==> config.mk <==
export PLATFORM = sky130hd
export DESIGN_NAME = mc_controller
export DESIGN_NICKNAME = d
export VERILOG_FILES = /design/src/rtl/mc_controller.sv
export SDC_FILE = /design/constraint.sdc
export NUM_CORES = 1
export LEC_CHECK = 0
export ABC_AREA = 0
export BUFFER_PORTS_ARGS = -buffer_cell sky130_fd_sc_hd__buf_2
export CORE_MARGIN = 5
export CORE_UTILIZATION = 30
export DETAILED_ROUTE_END_ITERATION = 10
export PLACE_DENSITY = 0.62
export SLEW_MARGIN = 20
export SYNTH_ARGS = -nofsm -noshare
export SYNTH_HDL_FRONTEND = slang
export SYNTH_SLANG_ARGS = --single-unit
==> constraint.sdc <==
create_clock -name clk -period 3 [get_ports clk]
set_input_delay 0.75 -clock clk [delete_from_list [all_inputs] [get_ports clk]]
set_output_delay 0.75 -clock clk [all_outputs]
set_load 0.03 [all_outputs]
==> src/rtl/mc_controller.sv <==
// mc_controller: multi-cycle control FSM for the MIPS datapath.
// Inputs:  clk, reset (async, active-high), instr (IR), equal (ALU flag),
//          mem_ready (DM handshake).
// Outputs: ir_write, pc_write, pc_op, reg_dst, alu_src, alu_op, ext_op,
//          mem_read, mem_write, reg_write, mem_to_reg, state, retired.
module mc_controller #(
  parameter int CNT_W = 32
) (
  input  logic             clk,
  input  logic             reset,
  input  logic [31:0]      instr,
  input  logic             equal,
  input  logic             mem_ready,
  output logic             ir_write,
  output logic             pc_write,
  output logic [1:0]       pc_op,
  output logic [1:0]       reg_dst,
  output logic             alu_src,
  output logic [2:0]       alu_op,
  output logic [1:0]       ext_op,
  output logic             mem_read,
  output logic             mem_write,
  output logic             reg_write,
  output logic [1:0]       mem_to_reg,
  output logic [2:0]       state,
  output logic [CNT_W-1:0] retired
);

  typedef enum logic [2:0] {
    S_FETCH  = 3'd0,
    S_DECODE = 3'd1,
    S_EXE    = 3'd2,
    S_MEM    = 3'd3,
    S_WB     = 3'd4
  } state_t;

  state_t           state_q, state_d;
  logic [CNT_W-1:0] retired_q, retired_d;

  logic [5:0] op, fn;
  assign op = instr[31:26];
  assign fn = instr[5:0];

  // Only opcode and funct take part in control decode.
  logic unused_instr;
  assign unused_instr = ^instr[25:6];

  logic is_r, is_addu, is_subu, is_jr, is_ori, is_lui;
  logic is_lw, is_sw, is_beq, is_j, is_jal, is_alu;

  assign is_r    = (op == 6'b000000);
  assign is_addu = is_r && (fn == 6'b100001);
  assign is_subu = is_r && (fn == 6'b100011);
  assign is_jr   = is_r && (fn == 6'b001000);
  assign is_ori  = (op == 6'b001101);
  assign is_lui  = (op == 6'b001111);
  assign is_lw   = (op == 6'b100011);
  assign is_sw   = (op == 6'b101011);
  assign is_beq  = (op == 6'b000100);
  assign is_j    = (op == 6'b000010);
  assign is_jal  = (op == 6'b000011);
  assign is_alu  = is_addu | is_subu | is_ori | is_lui;

  // Raw (pre-reset-gating) control values.
  logic       irw_r, pcw_r, rw_r, mr_r, mw_r, src_r, sel_en;
  logic [1:0] pco_r, rd_r, ext_r, m2r_r;
  logic [2:0] aop_r;

  // EXE selects, held through MEM/WB of the same instruction.
  logic       src_x;
  logic [2:0] aop_x;
  logic [1:0] ext_x;

  always_comb begin
    src_x = is_ori | is_lw | is_sw;
    aop_x = 3'b000;
    if (is_subu | is_beq)
      aop_x = 3'b001;
    else if (is_ori)
      aop_x = 3'b010;
    ext_x = 2'b00;
    if (is_lw | is_sw)
      ext_x = 2'b01;
    else if (is_lui)
      ext_x = 2'b10;
  end

  always_comb begin
    state_d = S_FETCH;
    irw_r   = 1'b0;
    pcw_r   = 1'b0;
    rw_r    = 1'b0;
    mr_r    = 1'b0;
    mw_r    = 1'b0;
    sel_en  = 1'b0;
    rd_r    = 2'b00;
    m2r_r   = 2'b00;
    case (state_q)
      S_FETCH: begin
        irw_r   = 1'b1;
        state_d = S_DECODE;
      end
      S_DECODE: begin
        if (is_alu | is_lw | is_sw | is_beq)
          state_d = S_EXE;
        else if (is_jal)
          state_d = S_WB;
        else
          pcw_r = 1'b1;
      end
      S_EXE: begin
        sel_en = 1'b1;
        if (is_alu)
          state_d = S_WB;
        else if (is_lw | is_sw)
          state_d = S_MEM;
        else
          pcw_r = 1'b1;
      end
      S_MEM: begin
        sel_en = 1'b1;
        mr_r   = is_lw;
        mw_r   = is_sw;
        // Hold the request until the DM accepts it.
        if ((is_lw | is_sw) && !mem_ready)
          state_d = S_MEM;
        else if (is_lw)
          state_d = S_WB;
        else
          pcw_r = 1'b1;
      end
      S_WB: begin
        sel_en = 1'b1;
        rw_r   = 1'b1;
        pcw_r  = 1'b1;
        if (is_addu | is_subu) begin
          rd_r  = 2'b01;
          m2r_r = 2'b01;
        end else if (is_ori) begin
          m2r_r = 2'b01;
        end else if (is_lui) begin
          m2r_r = 2'b10;
        end else if (is_jal) begin
          rd_r  = 2'b10;
          m2r_r = 2'b11;
        end
      end
      default: state_d = S_FETCH;
    endcase
  end

  always_comb begin
    src_r = sel_en ? src_x : 1'b0;
    aop_r = sel_en ? aop_x : 3'b000;
    ext_r = sel_en ? ext_x : 2'b00;
    pco_r = 2'b00;
    if (pcw_r) begin
      if (is_beq && equal)
        pco_r = 2'b01;
      else if (is_j | is_jal)
        pco_r = 2'b10;
      else if (is_jr)
        pco_r = 2'b11;
    end
  end

  // Reset overrides every output immediately, without waiting for a clock.
  assign ir_write   = reset ? 1'b0   : irw_r;
  assign pc_write   = reset ? 1'b0   : pcw_r;
  assign pc_op      = reset ? 2'b00  : pco_r;
  assign reg_dst    = reset ? 2'b00  : rd_r;
  assign alu_src    = reset ? 1'b0   : src_r;
  assign alu_op     = reset ? 3'b000 : aop_r;
  assign ext_op     = reset ? 2'b00  : ext_r;
  assign mem_read   = reset ? 1'b0   : mr_r;
  assign mem_write  = reset ? 1'b0   : mw_r;
  assign reg_write  = reset ? 1'b0   : rw_r;
  assign mem_to_reg = reset ? 2'b00  : m2r_r;
  assign state      = state_q;
  assign retired    = retired_q;

  assign retired_d = pcw_r ? retired_q + CNT_W'(1) : retired_q;

  always_ff @(posedge clk or posedge reset) begin
    if (reset) begin
      state_q   <= S_FETCH;
      retired_q <= '0;
    end else begin
      state_q   <= state_d;
      retired_q <= retired_d;
    end
  end

endmodule

Yosys cells after proc, flatten, opt, wreduce, memory -nomap -nowiden --
Index checks and enable logic that the tools add are counted. W data, S select, Z words.
Word-level totals: register bits 35, input port bits 36, output and inout bits 52, word-level logic and storage cells 88
Cells by class: add/subtract/negate cells 1, eq/ne operators 14, multiplexer cells 51, bitwise logic cells 11, reductions and logical operators 9
Operators by type and width (number):
- $mux W2 | 24
- $add A32 B1 Y32 const B | 1
- $eq A6 B6 Y1 const B | 4
- $mux W3 | 7
- $eq A6 B4 Y1 const B | 3
- $mux W1 | 18
- $eq A6 B2 Y1 const B | 2
- $pmux W3 S4 | 1
- $or A1 B1 Y1 | 11
- $eq A3 B2 Y1 const B | 2
- $eq A6 B3 Y1 const B | 1
- $logic_not A6 Y1 | 1
- $logic_and A1 B1 Y1 | 5
- $pmux W1 S4 | 1
- $eq A3 B1 Y1 const B | 1
- $eq A3 B3 Y1 const B | 1
- $logic_not A3 Y1 | 1
- $reduce_or A3 Y1 | 1
- $logic_not A1 Y1 | 1

Longest topological paths before layout --
Gate-level depths: netlist (run 1).
depth in word-level cells 12, mapped depth 8, mapped depth without buffers 6

Worst setup path after synthesis (run 1) --
No wires, ideal clock.
path type input-to-output, start point input reset, end point output alu_src, arrival 2971 ps, data required time 2250 ps, path slack -721 ps, stages 4, path buffers 0, path through inv_1 > o21ai_0 > nor3_1 > or2_2
On the way: cells in the longest elaborated chain, start to end 1
Ends and longest elaborated chain:
- from (decl) | RTL line 10 | input logic reset,
- $mux W1 | RTL line 172 | assign alu_src = reset ? 1'b0 : src_r;
- to (decl) | RTL line 18 | output logic alu_src,
No other way between the ends.

Worst setup path after layout (run 1) --
start point input instr[31], end point output pc_write
On the way: cells in the longest elaborated chain, start to end 11, elaborated cells between the ends (all ways) 25, those cells by class 6 x eq/ne; 8 x mux; 7 x bitwise; 4 x reduce/logical
Ends and longest elaborated chain:
- from (decl) | RTL line 11 | input logic [31:0] instr,
- $logic_not A6 Y1 | RTL line 51 | assign is_r = (op == 6'b000000);
- $logic_and A1 B1 Y1 (on tied branches) | RTL line 52, 53
- $or A1 B1 Y1 (3 in a row) | RTL line 62 | assign is_alu = is_addu | is_subu | is_ori | is_lui;
- $or A1 B1 Y1 (3 in a row) | RTL line 104 | if (is_alu | is_lw | is_sw | is_beq)
- $mux W1 | RTL line 104
- $pmux W1 S4 (*) | RTL line 98 | case (state_q)
- $mux W1 (*) | RTL line 169 | assign pc_write = reset ? 1'b0 : pcw_r;
- to (decl) | RTL line 15 | output logic pc_write,
Every way passes the cells marked *; elsewhere a longest branch is shown, timed or not.

==> metrics.csv, run 1 <==
stage,metric,value,unit
status,status,finished clean,
synthesis,syn_area,2100,um2
timing,fin_crit_sh,97.3,%
setup_path,r2r_start,state[1],
power_and_ir_drop,pwr-share-comb,36.7,%
global_routing,antenna_found_initial,0,
synthesis,synth-warning-count,0,
setup_path,start_kind,input pin,
place,place_area,2640,um2
timing,setup_viol,0,
route,wl_per_cell,14.0,um
route,postRouteAntennaNets,0,
power_and_ir_drop,vdd_drop_max,0.397,mV
clock_network,h-tree-depth,2,
clock_network,cts_made_buffers,5,
run,drv_cap,0,
synthesis,synth_edf_count,0,
setup_path,reg2reg_slack,760,ps
global_routing,grt_pass1_vias,1856,
global_routing,grt_usage,12.9,%
synthesis,seq_area_frac_synth,41.7,%
setup_path,cp.arrival,2170,ps
clock_network,cts.clk_slew.worst_paths,70,ps
setup_path,cp-end-kind,output pin,
setup_path,worst-setup-path-type,input pin to output pin,
global_routing,grt-ovfl-total,0,
final_layout,fin_nets,326,
synthesis,synth.top_cells.by_count,"dfrtp_1 (35), nand2_1 (20), xor2_1 (18)",
power_and_ir_drop,switching_share,40.9,%
place,place_hpwl,3.93,mm
clock_network,clkLatencyLatePin,290,ps
timing,fmax,343,MHz
clock_network,cts_tree,done,
setup_path,crit_fanout,4,
place,gp_congestion,0.767,
final_layout,fin_util,41.1,%
route,drtIter0Drc,80,
clock_network,hold_buffers,0,
die,dieArea,8780,um2
timing,hold_ws,464,ps
synthesis,yosysTopAreaCell,dfrtp_1,
route,routed_via_density,4.82,
clock_network,root_buffer,clkbuf_8,
timing,rsz0062_at_grt,false,
die,die_w,93.7,um
power_and_ir_drop,seq_power_share,39.4,%
timing,worst_slew_pin_slew,519,ps
place,pre_cts_ws,-92.2,ps
synthesis,yosysMostFrequentCell,dfrtp_1,
route,routed_wl,5.41,mm
synthesis,synth.ff_latch_count,35,
timing,hold_violations,0,
final_layout,antenna_cells,0,
timing,skew,5.56,ps
timing,fin_ws,81.1,ps
die,io-pin-count,88,
final_layout,final_cell_area,2790,um2
synthesis,ys_types,45,
hold_path,worstHoldStart,retired[31],
route,drtPass1Iterations,4,
power_and_ir_drop,leakagePower,1.11,nW
synthesis,synthFlopType,dfrtp_1,
die,core,6790,um2
hold_path,hp-class,flip-flop to flip-flop,
timing,period_minus_slack,2920,ps
die,initial_core_util,30.9,%
place,place_inst,378,
power_and_ir_drop,p_per_area,567,nW/um2
timing,slew_viol_final,0,
die,fp.dieH,93.7,um
route,drc_errors,0,
final_layout,final_cells,386,
synthesis,syn-instance-count,211,
final_layout,fillers,680,
final_layout,drive_above_1_share,40.7,%
route,vias,1860,
place,io_buffers,66,
global_routing,grt_start_max_net_pins,36,
final_layout,area_growth,32.8,%
power_and_ir_drop,p_int,0.935,mW
setup_path,crit_required,2250,ps
timing,relSlewSlack,65.4,%
synthesis,avgSynthCellArea,9.96,um2
synthesis,synth_area_leaders,"dfrtp_1 (42%), xor2_1 (7.5%), xnor2_1 (5.4%), nand2_1 (3.6%), nand3_1 (3.1%)",
power_and_ir_drop,power.switching,0.648,mW
power_and_ir_drop,pwr-share-clk,23.9,%
final_layout,seq_area,876,um2
synthesis,synth-async-reset-ratio,100,%
setup_path,setup.worst_path.start,instr[31],
global_routing,grt_pass1_wl,9.12,mm
final_layout,multiInputGateArea,1190,um2
clock_network,clk_path_buf_depth,2,
synthesis,syn-num-nets,248,
die,rows,30,
clock_network,cts.sinks,35,
synthesis,synth_top_area_share,41.7,%
## sequential cells by signal, summed over array words and instances (netlist names)
name and flops:
retired 32, state 3
## layout make-up
cell class	instances	share of cell area (%)
inverter	5	0.807
multi-input combinational	162	42.8
sequential	35	31.4
tap	96	4.30
timing repair buffer	80	17.1
clock buffer	8	3.59
## kinds of logic (layout without fill, tap and decap cells)
| kind of cell | Yosys count | after routing | share of synthesized area [%] |
|---|---|---|---|
| AND/OR/NAND/NOR | 111 | 111 | 33.8 |
| other | 1 | 1 | 0.179 |
| XOR/XNOR | 31 | 31 | 12.9 |
| AO/OA/AOI/OAI | 18 | 18 | 7.33 |
| flip-flops | 35 | 35 | 41.7 |
| adder cells (fa/ha/maj) | 1 | 1 | 0.595 |
| buffers and inverters | 14 | 93 | 3.51 |
## timing repair
item                       4_1_cts  5_1_grt
setup endpoints to repair        3        4
buffers inserted                 1        0
pin swaps                        7        1
gates resized for setup         14        2
## layout by cell type (no fill, tap or decap), types with 2 or more instances in the layout
| cell type | instances |
|---|---|
| buf_4 | 13 |
| nand2_1 | 20 |
| dfrtp_1 | 35 |
| xor2_1 | 18 |
| nor3_4 | 2 |
| a21oi_1 | 6 |
| clkbuf_8 | 7 |
| nor4_4 | 2 |
| nor4_2 | 6 |
| a211oi_1 | 2 |
| nor3_2 | 6 |
| nor4_1 | 5 |
| nor3_1 | 9 |
| nand4_1 | 7 |
| nor2_2 | 2 |
| nor2_1 | 11 |
| or3_1 | 2 |
| or2_2 | 3 |
| nand3_1 | 13 |
| and3_1 | 5 |
| xnor2_1 | 13 |
| inv_1 | 4 |
| buf_2 | 60 |
| buf_6 | 7 |
| or4_1 | 2 |
| and4_1 | 4 |
| nand2b_1 | 3 |
## final timing paths
path,to,cells after the start
worst max-delay path,pc_write,8
worst min-delay path,retired[31],1
worst max register to register,retired[25],7
worst min register to register,retired[31],1
max in group asynchronous,state[0],3
min in group asynchronous,state[1],3
## power by group through the flow
stage / Clock, mW / Sequential, mW / Combinational (mW)
after floorplan: 0 / 0.700 / 0.345
after global placement: 0 / 0.625 / 0.572
after detailed placement: 0 / 0.633 / 0.567
after CTS: 0.388 / 0.624 / 0.588
after global routing: 0.406 / 0.641 / 0.636
final: 0.378 / 0.624 / 0.581
## worst max-delay path, cell delays in order
cell	delay [ps]
buf_6	90
or3b_4	420
nor4_4	240
o31ai_4	100
a311oi_4	220
buf_6	160
nor2_2	40
buf_6	140
## through the flow
stage | TNS (ps) | total power, mW
after floorplan | -48.0 | 1.05
after global placement | -272 | 1.20
after detailed placement | -269 | 1.20
after CTS | -172 | 1.60
after global routing | 0 | 1.68
final | 0 | 1.58
## metal layers
metal	GRT usage [%]	wire, um	vias up
met3	3.37	290	6
met2	21.2	2560	47
met5	0	0	-
met1	17.1	2500	890
met4	2.89	59	0
li1	-	-	917
Power figures use the tool's default switching activity.
==> run 2: changes to the inputs <==
==> constraint.sdc (replaced) <==
create_clock -name clk -period 3 [get_ports clk]
set_input_delay 0.75 -clock clk [delete_from_list [all_inputs] [get_ports clk]]
set_output_delay 0.75 -clock clk [all_outputs]
set_load 0.005 [all_outputs]
==> metrics.csv, run 2 (synthesis gave the netlist of run 1 again) <==
stage,metric,value,unit,change
route,routed_via_density,4.84,,was 4.82
route,postRouteAntennaNets,0,,unchanged
timing,hold_violations,0,,unchanged
die,io-pin-count,88,,unchanged
hold_path,worstHoldStart,retired[31],,unchanged
final_layout,fin_nets,323,,was 326
route,drtIter0Drc,117,,was 80
route,drtPass1Iterations,4,,unchanged
final_layout,final_common_cell,buf_2,,unchanged
final_layout,final_cells,383,,was 386
power_and_ir_drop,leakagePower,1.08,nW,was 1.11 nW
hold_path,whs_path_depth,1,,unchanged
setup_path,reg2reg_slack,780,ps,was 760 ps
final_layout,area_growth,28.5,%,was 32.8%
hold_path,holdPathEnd,retired[31],,unchanged
die,dieArea,8780,um2,unchanged
timing,rsz0062_at_grt,true,,was false
global_routing,grt_usage,12.5,%,was 12.9%
setup_path,cp-end-kind,output pin,,unchanged
timing,worst_slew_pin_slew,541,ps,was 519 ps
final_layout,largest_register_ff_count,32,,unchanged
die,fp.dieH,93.7,um,unchanged
clock_network,cts_tree,done,,unchanged
setup_path,start_kind,input pin,,unchanged
clock_network,cts.sinks,35,,unchanged
route,routed_wl,5.24,mm,was 5.41 mm
hold_path,hp-class,flip-flop to flip-flop,,unchanged
die,die_w,93.7,um,unchanged
timing,setup_viol,0,,unchanged
place,place_inst,374,,was 378
clock_network,clk_path_buf_depth,2,,unchanged
setup_path,crit_fanout,4,,unchanged
final_layout,fillers,697,,was 680
final_layout,seq_area,876,um2,unchanged
die,core,6790,um2,unchanged
die,initial_core_util,30.9,%,unchanged
global_routing,grt-ovfl-total,0,,unchanged
route,drc_errors,0,,unchanged
setup_path,reg2reg_depth,4,,was 7
timing,relSlewSlack,63.9,%,was 65.4%
power_and_ir_drop,p_per_area,512,nW/um2,was 567 nW/um2
timing,period_minus_slack,2930,ps,was 2920 ps
setup_path,cp.arrival,2180,ps,was 2170 ps
timing,slew_viol_final,0,,unchanged
global_routing,grt_pass1_wl,8.85,mm,was 9.12 mm
route,vias,1855,,was 1860
clock_network,h-tree-depth,2,,unchanged
global_routing,grt_pass1_vias,1802,,was 1856
global_routing,antenna_found_initial,0,,unchanged
final_layout,multiInputGateArea,1160,um2,was 1190 um2
clock_network,root_buffer,clkbuf_8,,unchanged
clock_network,cts.clk_slew.worst_paths,60,ps,was 70 ps
power_and_ir_drop,total_power,1.38,mW,was 1.58 mW
place,gp_congestion,0.765,,was 0.767
setup_path,r2r_start,retired[5],,was state[1]
final_layout,drive_above_1_share,38.3,%,was 40.7%
final_layout,mostFrequentLayoutCells,"buf_2 (63), dfrtp_1 (35), nand2_1 (20)",,"was buf_2 (60), dfrtp_1 (35), nand2_1 (20)"
clock_network,hold_buffers,0,,unchanged
die,rows,30,,unchanged
run,drv_cap,0,,unchanged
timing,skew,8.98,ps,was 5.56 ps
global_routing,grt_start_max_net_pins,37,,was 36
clock_network,cts_made_buffers,5,,unchanged
place,io_buffers,66,,unchanged
final_layout,antenna_cells,0,,unchanged
timing,fmax,342,MHz,was 343 MHz
setup_path,r2r-end,retired[25],,unchanged
clock_network,clkLatencyLatePin,290,ps,about the same
power_and_ir_drop,vdd_drop_max,0.239,mV,was 0.397 mV
timing,fin_crit_sh,97.5,%,was 97.3%
setup_path,worst-setup-path-type,input pin to output pin,,unchanged
status,status,finished clean,,unchanged
place,place_hpwl,3.96,mm,was 3.93 mm
route,wl_per_cell,13.7,um,was 14.0 um
setup_path,crit_required,2250,ps,about the same
==> run 2: cell types whose count changed in the layout (fill, tap and decap cells not counted), sizes merged <==
| cell | delta |
|---|---|
| clkinv | +1 |
| buf | -3 |
| clkbuf | -1 |
==> run 2: metal layers <==
metal  vias up  track usage (%)  wire [um]
li1        912                -          -
met1       884             16.8       2350
met2        53             19.2       2430
met3         6             4.09        390
met4         0             3.61         68
met5         -                0          0
==> run 2: worst max path at each step <==
stage	start	endpoint	slack [ps]	cells after the start
finish	instr[31]	pc_op[1]	70	7
global route	instr[31]	pc_op[1]	-8	7
CTS	instr[30]	pc_op[0]	-1	7
detailed placement	instr[30]	pc_op[0]	1	7
global placement	instr[30]	pc_op[0]	20	7
floorplan	instr[30]	pc_op[0]	130	6
==> run 2: area by class of cell <==
| cell class | count | share of cell area, % |
|---|---|---|
| Timing Repair Buffer | 77 | 16.1 |
| Clock inverter | 1 | 0.185 |
| Sequential cell | 35 | 32.5 |
| Tap cell | 96 | 4.45 |
| Multi-Input combinational cell | 162 | 43.1 |
| Inverter | 5 | 0.834 |
| Clock buffer | 7 | 2.83 |
==> run 2: repair_timing <==
action	in CTS	in global routing
hold endpoints to repair	0	0
endpoints found under the setup margin	1	6
pin swaps	0	6
setup buffers	0	1
gates resized for setup	0	10
==> run 2: critical path, cell delays in order <==
cell      delay, ps
buf_8            90
or3b_4          420
nor4_4          310
o31ai_4         100
a311oi_4        290
nor3_1           80
buf_2           130
==> run 2: through the flow <==
step | instance area (um2) | setup slack [ps] | setup TNS (ps) | hold WS, ps | util, %
CTS | 2660 | -1.32 | -1.32 | 471 | 39.1
finish | 2700 | 73.8 | 0 | 467 | 39.7
global placement | 2570 | 20.1 | 0 | 454 | 37.9
detailed placement | 2570 | 1.08 | 0 | 462 | 37.9
floorplan | 2100 | 133 | 0 | 468 | -
global route | 2700 | -7.55 | -11.2 | 477 | 39.7
==> run 2: where the power goes <==
part | internal (mW) | switching [mW]
Clock | 0.163 | 0.164
Sequential | 0.525 | 0.0989
Combinational | 0.179 | 0.252
==> run 3: changes to the inputs <==
--- a/config.mk
+++ b/config.mk
@@ -7,10 +7,12 @@
 export LEC_CHECK = 0
 export ABC_AREA = 0
 export BUFFER_PORTS_ARGS = -buffer_cell sky130_fd_sc_hd__buf_2
+export CELL_PAD_IN_SITES_DETAIL_PLACEMENT = 0
+export CELL_PAD_IN_SITES_GLOBAL_PLACEMENT = 1
 export CORE_MARGIN = 5
 export CORE_UTILIZATION = 30
 export DETAILED_ROUTE_END_ITERATION = 10
-export PLACE_DENSITY = 0.62
+export PLACE_DENSITY = 0.78
 export SLEW_MARGIN = 20
 export SYNTH_ARGS = -nofsm -noshare
 export SYNTH_HDL_FRONTEND = slang
==> metrics.csv, run 3 (synthesis gave the netlist of run 1 again) <==
stage,metric,value,unit,change
power_and_ir_drop,p_per_area,531,nW/um2,was 512 nW/um2
setup_path,worst-setup-path-type,input pin to output pin,,unchanged
die,die_w,93.7,um,unchanged
timing,fin_ws,-2.38,ps,was 73.8 ps
setup_path,cp-end-kind,output pin,,unchanged
global_routing,grt_start_max_net_pins,37,,unchanged
timing,setup_viol,1,,was 0
place,gp_congestion,0.776,,was 0.765
die,initial_core_util,30.9,%,unchanged
place,place_inst,375,,was 374
timing,skew,8.27,ps,was 8.98 ps
route,drc_errors,0,,unchanged
power_and_ir_drop,pwr-share-comb,30.6,%,was 31.2%
global_routing,grt_pass1_wl,9.02,mm,was 8.85 mm
run,drv_cap,0,,unchanged
die,core,6790,um2,unchanged
hold_path,whs_path_depth,1,,unchanged
power_and_ir_drop,p_int,0.921,mW,was 0.867 mW
route,routed_wl,5.37,mm,was 5.24 mm
clock_network,root_buffer,clkbuf_8,,unchanged
route,routed_via_density,4.80,,was 4.84
timing,fmax,333,MHz,was 342 MHz
die,io-pin-count,88,,unchanged
place,place_area,2580,um2,was 2570 um2
final_layout,final_common_cell,buf_2,,unchanged
power_and_ir_drop,power.switching,0.525,mW,was 0.515 mW
setup_path,r2r-end,retired[31],,was retired[25]
hold_path,hp-class,flip-flop to flip-flop,,unchanged
clock_network,cts_made_buffers,5,,unchanged
timing,slew_viol_final,0,,unchanged
final_layout,mostFrequentLayoutCells,"buf_2 (63), dfrtp_1 (35), nand2_1 (20)",,unchanged
hold_path,holdPathEnd,retired[10],,was retired[31]
clock_network,h-tree-depth,2,,unchanged
die,fp.dieH,93.7,um,unchanged
clock_network,clkLatencyLatePin,290,ps,about the same
route,drtIter0Drc,59,,was 117
clock_network,clk_path_buf_depth,2,,unchanged
die,rows,30,,unchanged
place,place_hpwl,4.02,mm,was 3.96 mm
final_layout,final_cell_area,2730,um2,was 2700 um2
clock_network,cts_tree,done,,unchanged
route,vias,1848,,was 1855
final_layout,final_cells,385,,was 383
power_and_ir_drop,switching_share,36.3,%,was 37.3%
power_and_ir_drop,seq_power_share,43.2,%,was 45.2%
power_and_ir_drop,pwr-share-clk,26.2,%,was 23.6%
die,dieArea,8780,um2,unchanged
global_routing,grt_usage,12.7,%,was 12.5%
route,wl_per_cell,14.0,um,was 13.7 um
timing,relSlewSlack,63.6,%,was 63.9%
global_routing,antenna_found_initial,0,,unchanged
setup_path,cp_slowest_cell,or3b_4,,unchanged
route,postRouteAntennaNets,0,,unchanged
power_and_ir_drop,vdd_drop_max,0.243,mV,was 0.239 mV
setup_path,reg2reg_depth,6,,was 4
final_layout,area_growth,29.7,%,was 28.5%
final_layout,fin_nets,325,,was 323
status,violations,negative setup slack,,
timing,rsz0062_at_grt,true,,unchanged
setup_path,slowest_delay,420,ps,about the same
hold_path,worstHoldStart,retired[10],,was retired[31]
final_layout,largest_register_ff_count,32,,unchanged
timing,fin_crit_sh,100,%,was 97.5%
route,drtPass1Iterations,4,,unchanged
setup_path,cp.arrival,2250,ps,was 2180 ps
setup_path,crit_required,2250,ps,about the same
timing,period_minus_slack,3000,ps,was 2930 ps
setup_path,r2r_start,state[1],,was retired[5]
power_and_ir_drop,leakagePower,1.09,nW,was 1.08 nW
status,status,"finished, violations left",,was finished clean
final_layout,antenna_cells,0,,unchanged
timing,worst_slew_pin_slew,547,ps,was 541 ps
clock_network,hold_buffers,0,,unchanged
place,io_buffers,66,,unchanged
setup_path,cp_cell_sequence,"buf_8, or3b_4, nor4_4, o31ai_4, a311oi_4, nor3_1, buf_2",,unchanged
setup_path,reg2reg_slack,740,ps,was 780 ps
place,pre_cts_ws,25.7,ps,was 1.08 ps
setup_path,start_kind,input pin,,unchanged
global_routing,grt-ovfl-total,0,,unchanged
setup_path,crit_fanout,4,,unchanged
global_routing,grt_pass1_vias,1868,,was 1802
clock_network,cts.sinks,35,,unchanged
final_layout,drive_above_1_share,38.4,%,was 38.3%
timing,hold_violations,0,,unchanged
clock_network,cts.clk_slew.worst_paths,70,ps,was 60 ps
==> run 3: worst max-delay path: cells and delay by family <==
kind            cells  cell delay (ps)
simple gates        3              850
compound gates      2              400
buf+inv             2              230
==> run 3: final cells by class <==
class                   instances  area [um2]
multi-input cells             162        1160
flip-flops and latches         35         876
clock buffers                   8         100
well taps                      96         120
fillers                       712        4070
repair buffers                 79         450
inverters                       5        22.5
==> run 3: how the worst max path moves through the flow <==
| stage | endpoint | start | cells after the start | slack [ps] |
|---|---|---|---|---|
| final | pc_op[1] | instr[31] | 7 | -2 |
| after global routing | pc_op[1] | instr[31] | 7 | -80 |
| after CTS | pc_op[0] | instr[30] | 7 | 20 |
| after detailed placement | pc_op[0] | instr[30] | 7 | 30 |
| after global placement | pc_op[0] | instr[30] | 7 | 30 |
| after floorplan | pc_op[0] | instr[30] | 6 | 130 |
==> run 3: power by group through the flow <==
| stage | combinational, mW | sequential (mW) | clock (mW) |
|---|---|---|---|
| finish | 0.442 | 0.625 | 0.379 |
| global route | 0.493 | 0.639 | 0.401 |
| CTS | 0.428 | 0.625 | 0.384 |
| detailed placement | 0.428 | 0.633 | 0 |
| global placement | 0.424 | 0.627 | 0 |
| floorplan | 0.316 | 0.602 | 0 |
==> run 3: stage by stage <==
step                total power, mW  utilization [%]  TNS [ps]  hold slack, ps
floorplan                     0.918                -         0             468
global placement               1.05             38.0         0             459
detailed placement             1.06             38.0         0             476
CTS                            1.44             39.5         0             486
global route                   1.53             40.1      -206             498
finish                         1.45             40.1     -2.38             484
==> run 3: layer usage <==
metal	wire, um	global-route usage [%]
met3	315	2.96
met1	2420	16.6
met4	71	4.33
met5	0	0
met2	2560	20.7
==> run 3: what timing repair did <==
| action | 4_1_cts | 5_1_grt |
|---|---|---|
| resized for setup | 0 | 9 |
| setup buffers | 0 | 2 |
| endpoints found under the setup margin | 0 | 4 |
